===== src/rtl/mem_if_pkg.sv =====
// mem_if_pkg: shared state encodings, access classes and width defaults for the memory request path.
package mem_if_pkg;
  localparam int ADDR_W_DEF = 13;
  localparam int DATA_W_DEF = 13;
  localparam logic [1:0] IDLE = 2'd0;
  localparam logic [1:0] REQ = 2'd1;
  localparam logic [1:0] RESP = 2'd2;
  typedef enum logic [1:0] {FETCH, LOAD, STORE} cls_e;
endpackage


===== src/rtl/mem_req_arb.sv =====
// mem_req_arb: 2-way round-robin arbiter between fetch and data requests; last grant starts at data.
module mem_req_arb (
  input  logic clk,
  input  logic reset,
  input  logic fetch_req,
  input  logic data_req,
  input  logic accept,
  output logic grant_fetch,
  output logic grant_data
);
  logic last_data;
  assign grant_fetch = fetch_req & (~data_req | last_data);
  assign grant_data = data_req & (~fetch_req | ~last_data);
  always_ff @(posedge clk)
    if (reset) last_data <= 1'b1;
    else if (accept) last_data <= grant_data;
endmodule


===== src/rtl/mem_request_ctrl.sv =====
// mem_request_ctrl: arbitrated initiator of the memory request/Done handshake.
// Define MEM_TIMEOUT_EN to abort accesses whose Done never arrives.
module mem_request_ctrl
  import mem_if_pkg::*;
#(
  parameter int ADDR_W = ADDR_W_DEF,
  parameter int DATA_W = DATA_W_DEF,
  parameter int MEM_DEPTH = 13,
  parameter int TIMEOUT = 8
) (
  input  logic              clk,
  input  logic              reset,
  input  logic              fetch_req,
  input  logic [ADDR_W-1:0] fetch_addr,
  output logic              fetch_ack,
  output logic [DATA_W-1:0] instr_out,
  input  logic              data_req,
  input  logic              data_we,
  input  logic [ADDR_W-1:0] data_addr,
  input  logic [DATA_W-1:0] data_wdata,
  output logic              data_ack,
  output logic [DATA_W-1:0] data_rdata,
  output logic              addr_err,
  output logic              busy,
  output logic [ADDR_W-1:0] mem_address,
  output logic [DATA_W-1:0] mem_data_in,
  output logic              mem_write,
  output logic              mem_read,
  output logic              mem_instruction,
  input  logic              mem_done,
  input  logic [DATA_W-1:0] mem_data_out
);
  logic [1:0] state;
  cls_e cls, nc;
  logic gf, gd, accept, oor, tmo, finish;
  logic [ADDR_W-1:0] a;
  mem_req_arb u_arb (
    .clk(clk), .reset(reset), .fetch_req(fetch_req), .data_req(data_req),
    .accept(accept), .grant_fetch(gf), .grant_data(gd)
  );
  assign accept = (state == IDLE) && (fetch_req || data_req);
  assign nc = gd ? (data_we ? STORE : LOAD) : FETCH;
  assign a = gf ? fetch_addr : data_addr;
  assign oor = a >= ADDR_W'(MEM_DEPTH);
  assign busy = state != IDLE;
`ifdef MEM_TIMEOUT_EN
  localparam int CW = $clog2(TIMEOUT + 1);
  logic [CW-1:0] cnt;
  // Done on the expiry edge still counts as a normal completion.
  assign tmo = (state == REQ) && !mem_done && (cnt == CW'(TIMEOUT - 1));
  always_ff @(posedge clk)
    if (reset) cnt <= '0;
    else cnt <= (state == REQ) ? cnt + 1'b1 : '0;
`else
  assign tmo = 1'b0;
`endif
  assign finish = (state == REQ) && (mem_done || tmo);
  always_ff @(posedge clk) begin
    if (reset) begin
      state <= IDLE;
      cls <= FETCH;
      fetch_ack <= 1'b0;
      data_ack <= 1'b0;
      addr_err <= 1'b0;
      instr_out <= '0;
      data_rdata <= '0;
      mem_address <= '0;
      mem_data_in <= '0;
      mem_write <= 1'b0;
      mem_read <= 1'b0;
      mem_instruction <= 1'b0;
    end else begin
      fetch_ack <= 1'b0;
      data_ack <= 1'b0;
      addr_err <= 1'b0;
      if (accept) begin
        cls <= nc;
        if (oor) begin
          state <= RESP;
          fetch_ack <= gf;
          data_ack <= gd;
          addr_err <= 1'b1;
          if (gf) instr_out <= '0;
          else if (nc == LOAD) data_rdata <= '0;
        end else begin
          state <= REQ;
          mem_address <= a;
          if (nc == STORE) mem_data_in <= data_wdata;
          mem_read <= nc != STORE;
          mem_write <= nc == STORE;
          mem_instruction <= gf;
        end
      end else if (finish) begin
        state <= RESP;
        mem_read <= 1'b0;
        mem_write <= 1'b0;
        mem_instruction <= 1'b0;
        fetch_ack <= cls == FETCH;
        data_ack <= cls != FETCH;
        addr_err <= !mem_done;
        if (cls == FETCH) instr_out <= mem_done ? mem_data_out : '0;
        else if (cls == LOAD) data_rdata <= mem_done ? mem_data_out : '0;
      end else if (state == RESP) state <= IDLE;
    end
  end
endmodule


===== config.mk =====
export PLATFORM = sky130hd
export DESIGN_NAME = mem_request_ctrl
export DESIGN_NICKNAME = d
export VERILOG_FILES = /design/src/rtl/mem_if_pkg.sv /design/src/rtl/mem_req_arb.sv /design/src/rtl/mem_request_ctrl.sv
export SDC_FILE = /design/constraint.sdc
export NUM_CORES = 1
export LEC_CHECK = 0
export BUFFER_PORTS_ARGS = -buffer_cell sky130_fd_sc_hd__buf_2
export CELL_PAD_IN_SITES_DETAIL_PLACEMENT = 0
export CELL_PAD_IN_SITES_GLOBAL_PLACEMENT = 1
export CORE_MARGIN = 2
export CORE_UTILIZATION = 38
export CTS_BUF_LIST = sky130_fd_sc_hd__clkbuf_4 sky130_fd_sc_hd__clkbuf_8
export CTS_CLUSTER_SIZE = 28
export DETAILED_ROUTE_END_ITERATION = 7
export PLACE_DENSITY = 0.93
export SYNTH_ARGS = -nofsm -noshare
export SYNTH_HDL_FRONTEND = slang
export SYNTH_HIERARCHICAL = 1
export SYNTH_SLANG_ARGS = --single-unit

===== constraint.sdc =====
create_clock -name clk -period 7.1 [get_ports clk]
set_input_delay 1.065 -clock clk [delete_from_list [all_inputs] [get_ports clk]]
set_output_delay 1.065 -clock clk [all_outputs]
set_load 0.05 [all_outputs]

Word-level counts from Yosys, hierarchy flattened
Index checks and enable logic that the tools add are counted.
{"block": "totals", "reg_bits": 63, "latch_bits": 0, "ramBits": 0, "rom_bits": 0, "inputBits": 58, "out_inout_bits": 59, "wordCells": 87, "mem_count": 0}
{"block": "op_classes", "n_addsub": 0, "n_mul": 0, "n_div": 0, "magnitude_cmp": 1, "n_eq_ne": 12, "shift": 0, "n_mux": 36, "bitwise": 8, "n_reduce_logical": 17}
{"cell": "13-bit 2-to-1 mux", "n": 14}
{"cell": "1-bit 2-to-1 mux", "n": 16}
{"cell": "13-bit by 4-bit >= comparator with 1-bit output (second input constant)", "n": 1}
{"cell": "2-bit 2-to-1 mux", "n": 6}
{"cell": "2-bit != test (second input constant)", "n": 5}
{"cell": "2-bit nonzero test", "n": 5}
{"cell": "2-bit by 1-bit == test with 1-bit output (second input constant)", "n": 3}
{"cell": "6-bit AND reduction", "n": 1}
{"cell": "2-bit == test (second input constant)", "n": 2}
{"cell": "2-bit zero test", "n": 2}
{"cell": "2-bit by 1-bit != test with 1-bit output (second input constant)", "n": 2}
{"cell": "1-bit inverter", "n": 4}
{"cell": "2-bit AND reduction", "n": 2}
{"cell": "4-bit AND reduction", "n": 1}
{"cell": "3-bit AND reduction", "n": 1}
{"cell": "3-bit nonzero test", "n": 1}
{"cell": "1-bit AND", "n": 2}
{"cell": "1-bit logical AND", "n": 2}
{"cell": "1-bit OR", "n": 2}
{"cell": "1-bit zero test", "n": 1}
{"cell": "1-bit logical OR", "n": 1}

Logic depth before layout (Yosys ltp)
{"block": "depth", "ltp_word": 9, "mapped_depth": 10, "mapped_depth_nobuf": 7}

Modules after synthesis
Netlist, hierarchy kept.
{"mod": "mem_request_ctrl", "n_inst": 1, "cells_each": 230, "area_each_um2": 2407.3, "seq_area_each_um2": 1241.2}
{"mod": "mem_req_arb", "n_inst": 1, "cells_each": 6, "area_each_um2": 53.8, "seq_area_each_um2": 20.0}

Worst setup path after synthesis
No wires, ideal clock.
{"block": "synth_path", "path_type": "input-to-reg", "from": "in fetch_req", "to": "reg instr_out[0]", "setup_ns": 0.060, "arrival_ns": 2.906, "required_ns": 7.040, "path_slack_ns": 4.133, "stages": 9, "n_path_buf": 3, "cell_sequence": "a21boi_0 -> buf_6 -> nand3b_1 -> o22ai_1 -> or3_1 -> buf_6 -> a311oi_4 -> buf_6 -> a22o_1"}
{"block": "synth_between", "elab_chain_len": 5, "elab_cells_between_ends": 11, "cone_classes": "1 x order compare; 2 x eq/ne; 2 x mux; 1 x bitwise; 5 x reduce/logical"}
{"item": "start: declaration", "line": "mem_request_ctrl.sv:13", "source": "input logic fetch_req,"}
{"item": "1-bit AND", "line": "mem_req_arb.sv:12", "source": "assign grant_fetch = fetch_req & (~data_req | last_data);"}
{"item": "13-bit 2-to-1 mux", "line": "mem_request_ctrl.sv:43", "source": "assign a = gf ? fetch_addr : data_addr;"}
{"item": "13-bit by 4-bit >= comparator with 1-bit output", "line": "mem_request_ctrl.sv:44", "source": "assign oor = a >= ADDR_W'(MEM_DEPTH);"}
{"item": "2-bit by 1-bit != test with 1-bit output (no line)"}
{"item": "4-bit AND reduction (no line)"}
{"item": "end signal: assignment", "line": "mem_request_ctrl.sv:101", "source": "if (cls == FETCH) instr_out <= mem_done ? mem_data_out : '0;"}
{"item": "end: declaration", "line": "mem_request_ctrl.sv:16", "source": "output logic [DATA_W-1:0] instr_out,"}
Parallel ways exist; a longest one is shown, timed or not.
A chain may end at the register's enable or synchronous reset.

Worst setup path after layout
{"block": "layout_path", "from": "in fetch_req", "to": "reg data_rdata[12]"}
{"block": "layout_between", "elab_cells_between_ends": 18, "cone_classes": "1 x order compare; 5 x eq/ne; 3 x mux; 4 x bitwise; 5 x reduce/logical"}
{"item": "1-bit AND (*)", "line": "mem_req_arb.sv:12"}
{"item": "net gf", "line": "mem_request_ctrl.sv:35", "source": "logic gf, gd, accept, oor, tmo, finish;"}
{"item": "13-bit 2-to-1 mux", "line": "mem_request_ctrl.sv:43"}
{"item": "13-bit by 4-bit >= comparator with 1-bit output", "line": "mem_request_ctrl.sv:44"}
{"item": "2-bit by 1-bit != test with 1-bit output (no line)"}
{"item": "6-bit AND reduction (no line) (*)"}
{"item": "end signal: assignment", "line": "mem_request_ctrl.sv:102", "source": "else if (cls == LOAD) data_rdata <= mem_done ? mem_data_out : '0;"}
{"item": "end: declaration", "line": "mem_request_ctrl.sv:22", "source": "output logic [DATA_W-1:0] data_rdata,"}
Mark *: on every way through the listed nets, which the timed path passes. The rest lies on a longest branch.

==> impl_metrics.tcl <==
set metrics [dict create \
    critPathMaxStageDelay_ns 0.67 \
    reg2reg_to "data_rdata[12]" \
    p_comb_frac 0.068 \
    clockBufferDepth 2 \
    r2r-start "u_arb/last_data" \
    final_common_cell "buf_2" \
    critical_path_class "input port to flip-flop" \
    crit_chain "buf_2 -> a21boi_1 -> buf_4 -> nor4b_2 -> o22ai_1 -> or3_1 -> nor2_1 -> a221o_1" \
    post_drt_wl_per_cell_um 14.0 \
    crit_family "simple AND/OR/NAND/NOR gates" \
    drv_cap 0 \
    grt_max_degree 47 \
    port_buffers 116 \
    syn2layout_area_growth_pct 34.8 \
    endpoint_kind "flip-flop" \
    status "completed" \
    post-place-cells 419 \
    clock-root-buffer "clkbuf_8" \
    yosys_warnings 6 \
    syn_inst 236 \
    skew_ns 0.00531 \
    slew_headroom 0.267 \
    p_sw_mw 0.167 \
    fin_nets 411 \
    hold_viol_final 0 \
    cts_resized 0 \
    ant_nets 0 \
    grt_antenna_before_repair 0 \
    finalNonFillerCells 435 \
    hp-class "flip-flop to flip-flop" \
    netlist_area_sq_um 2460 \
    timing.hold.ws_ns 0.455 \
    switching_share 0.224 \
    p_int_mw 0.576 \
    synthArstFlopShare 0 \
    grtUsageTotal 0.170 \
    final_cell_mix "116 x buf_2, 63 x dfxtp_1, 28 x nor2_1" \
    power_frac_seq 0.481 \
    fin_tns_setup_ns 0 \
    grt_pass1_wl_mm 9.68 \
    p_per_area_nw_per_um2 224 \
    synth_seq_cells 63 \
    dieArea_sq_um 7140 \
    fin_crit_ns 3.16 \
    die_w_um 84.5 \
    die_y_um 84.5 \
    start_kind "input port" \
    critPathBufInv 2 \
    synth_edf_count 0 \
    rrSetupSlack_ns 4.43 \
    path_depth 8 \
    finalCritPeriodShare 0.445 \
    avgSynthCellArea_sq_um 10.4 \
    drt-total-wl_mm 6.08 \
    synthesis.nets 294 \
    rsz0062_at_grt "no" \
    row_count 29 \
    cpMaxStageDelayCell "nor2_1" \
    grt_pass1_vias 2099 \
    overflow 0 \
    pre_cts_slack_ns 3.59 \
    io_pins 117 \
    worstMarginPinSlew_ns 1.09 \
    drive_gt1_frac 0.397 \
    clock_latency_ns 0.33 \
    cts_tree "yes" \
    start_util 0.390 \
    dr.pass1.iters 5 \
    holdBufCountCts 0 \
    worst_hold_path.num_cells 2 \
    layout_setup_ws_ns 3.94 \
    drt_first_iter_violations 33 \
    insertedDiodeCount 0 \
    htreeDepth 3 \
    hold-path-endpoint "mem_instruction" \
    total_power_mw 0.743 \
    max_freq_mhz 317 \
    netlist-cell-type-count 41 \
    ys_seq_area_frac 0.512 \
    clkPwrFrac 0.451 \
    drc_errors 0 \
    critPathMaxFanout 13 \
    path_clk_slew_ns 0.07 \
    p_leak_nw 1.55 \
    num_vias 2206 \
    r2r_cells 8 \
    cts_setup_buffers 0 \
    hold_path.startpoint "mem_instruction" \
    cts_made_buffers 9 \
    arrival_ns 3.43 \
    required_ns 7.37 \
    post-dp-hpwl_mm 4.34 \
    gp_congestion 0.724 \
    viasPerCell 5.07 \
    synth_flop_cell "dfxtp_1" \
    cts.sinks 63 \
    irDropWorstVdd_uv 158 \
    setup_viol 0 \
    core-area_sq_um 6310 \
    report.final.slew_viol_count 0 \
]
[area by class of cell]
class	instances	area, sq um
Clock buffer	10	131
Fill cell	600	3000
Sequential cell	63	1260
Clock inverter	6	85.1
Multi-Input combinational cell	157	1130
Timing Repair Buffer	119	603
Inverter	3	11.3
Tap cell	77	96.3
[layer usage]
layer  up-vias  share of wire  wire length, um  track usage
met1      1033           0.44             2670        0.198
met4         0          0.013               80       0.0606
met2        79           0.47             2870        0.284
li1       1084              -                -            -
met3        10          0.074              452       0.0678
met5         -              0                0            0
[power groups by stage]
stage | Combinational [mW] | Clock, mW | Sequential [mW]
after floorplan | 0.0229 | 0 | 0.369
after global placement | 0.0505 | 0 | 0.365
after detailed placement | 0.0513 | 0 | 0.365
after CTS | 0.0513 | 0.345 | 0.357
after global routing | 0.0560 | 0.359 | 0.358
final | 0.0508 | 0.335 | 0.357
[cell families after synthesis]
logic type | after synthesis | share of synthesized area
DFF | 63 | 0.512
AOI/OAI and AO/OA | 49 | 0.170
and+or+nand+nor | 90 | 0.206
buffers and inverters | 16 | 0.0376
muxes | 18 | 0.0732
[worst max-delay path by stage]
stage	start	endpoint	slack, ns
3_3_place_gp	fetch_req	data_rdata[12]	3.66
5_1_grt	fetch_req	data_rdata[12]	3.78
4_1_cts	fetch_req	data_rdata[12]	3.96
2_1_floorplan	fetch_req	instr_out[0]	4.13
3_5_place_dp	fetch_req	instr_out[0]	3.59
6_report	fetch_req	data_rdata[12]	3.94
[synthesized netlist by cell type, types with 4 or more instances]
cell / instances / area share
and2_1: 10 / 0.025
dfxtp_1: 63 / 0.51
nor2b_1: 24 / 0.061
buf_6: 4 / 0.018
nor2_1: 28 / 0.043
nand2_1: 5 / 0.0076
a22o_1: 13 / 0.046
a21oi_1: 6 / 0.012
clkbuf_1: 5 / 0.0076
nor4_1: 5 / 0.013
a221o_1: 12 / 0.049
mux2i_1: 18 / 0.073
a211oi_1: 4 / 0.012
[worst reg2reg max path: stages, from the launching register on]
cell and delay (ns):
dfxtp_1 0.35, inv_1 0.05, a21boi_1 0.11, buf_4 0.22, nor4b_2 0.22, o22ai_1 0.20
or3_1 0.51, nor2_1 0.67, a221o_1 0.28
[per-stage QoR]
| step | utilization | cell area, sq um |
|---|---|---|
| after floorplan | - | 2460 |
| after global placement | 0.491 | 3100 |
| after detailed placement | 0.491 | 3100 |
| after CTS | 0.525 | 3320 |
| after global routing | 0.525 | 3320 |
| final | 0.525 | 3320 |
[registers in the layout (all words and copies together) (netlist names)]
| register | flops |
|---|---|
| data_ack | 1 |
| mem_data_in | 13 |
| mem_write | 1 |
| addr_err | 1 |
| state | 2 |
| cls | 2 |
| mem_instruction | 1 |
| u_arb/last_data | 1 |
| instr_out | 13 |
| mem_address | 13 |
| mem_read | 1 |
| data_rdata | 13 |
| fetch_ack | 1 |
Power figures use the tool's default switching activity.
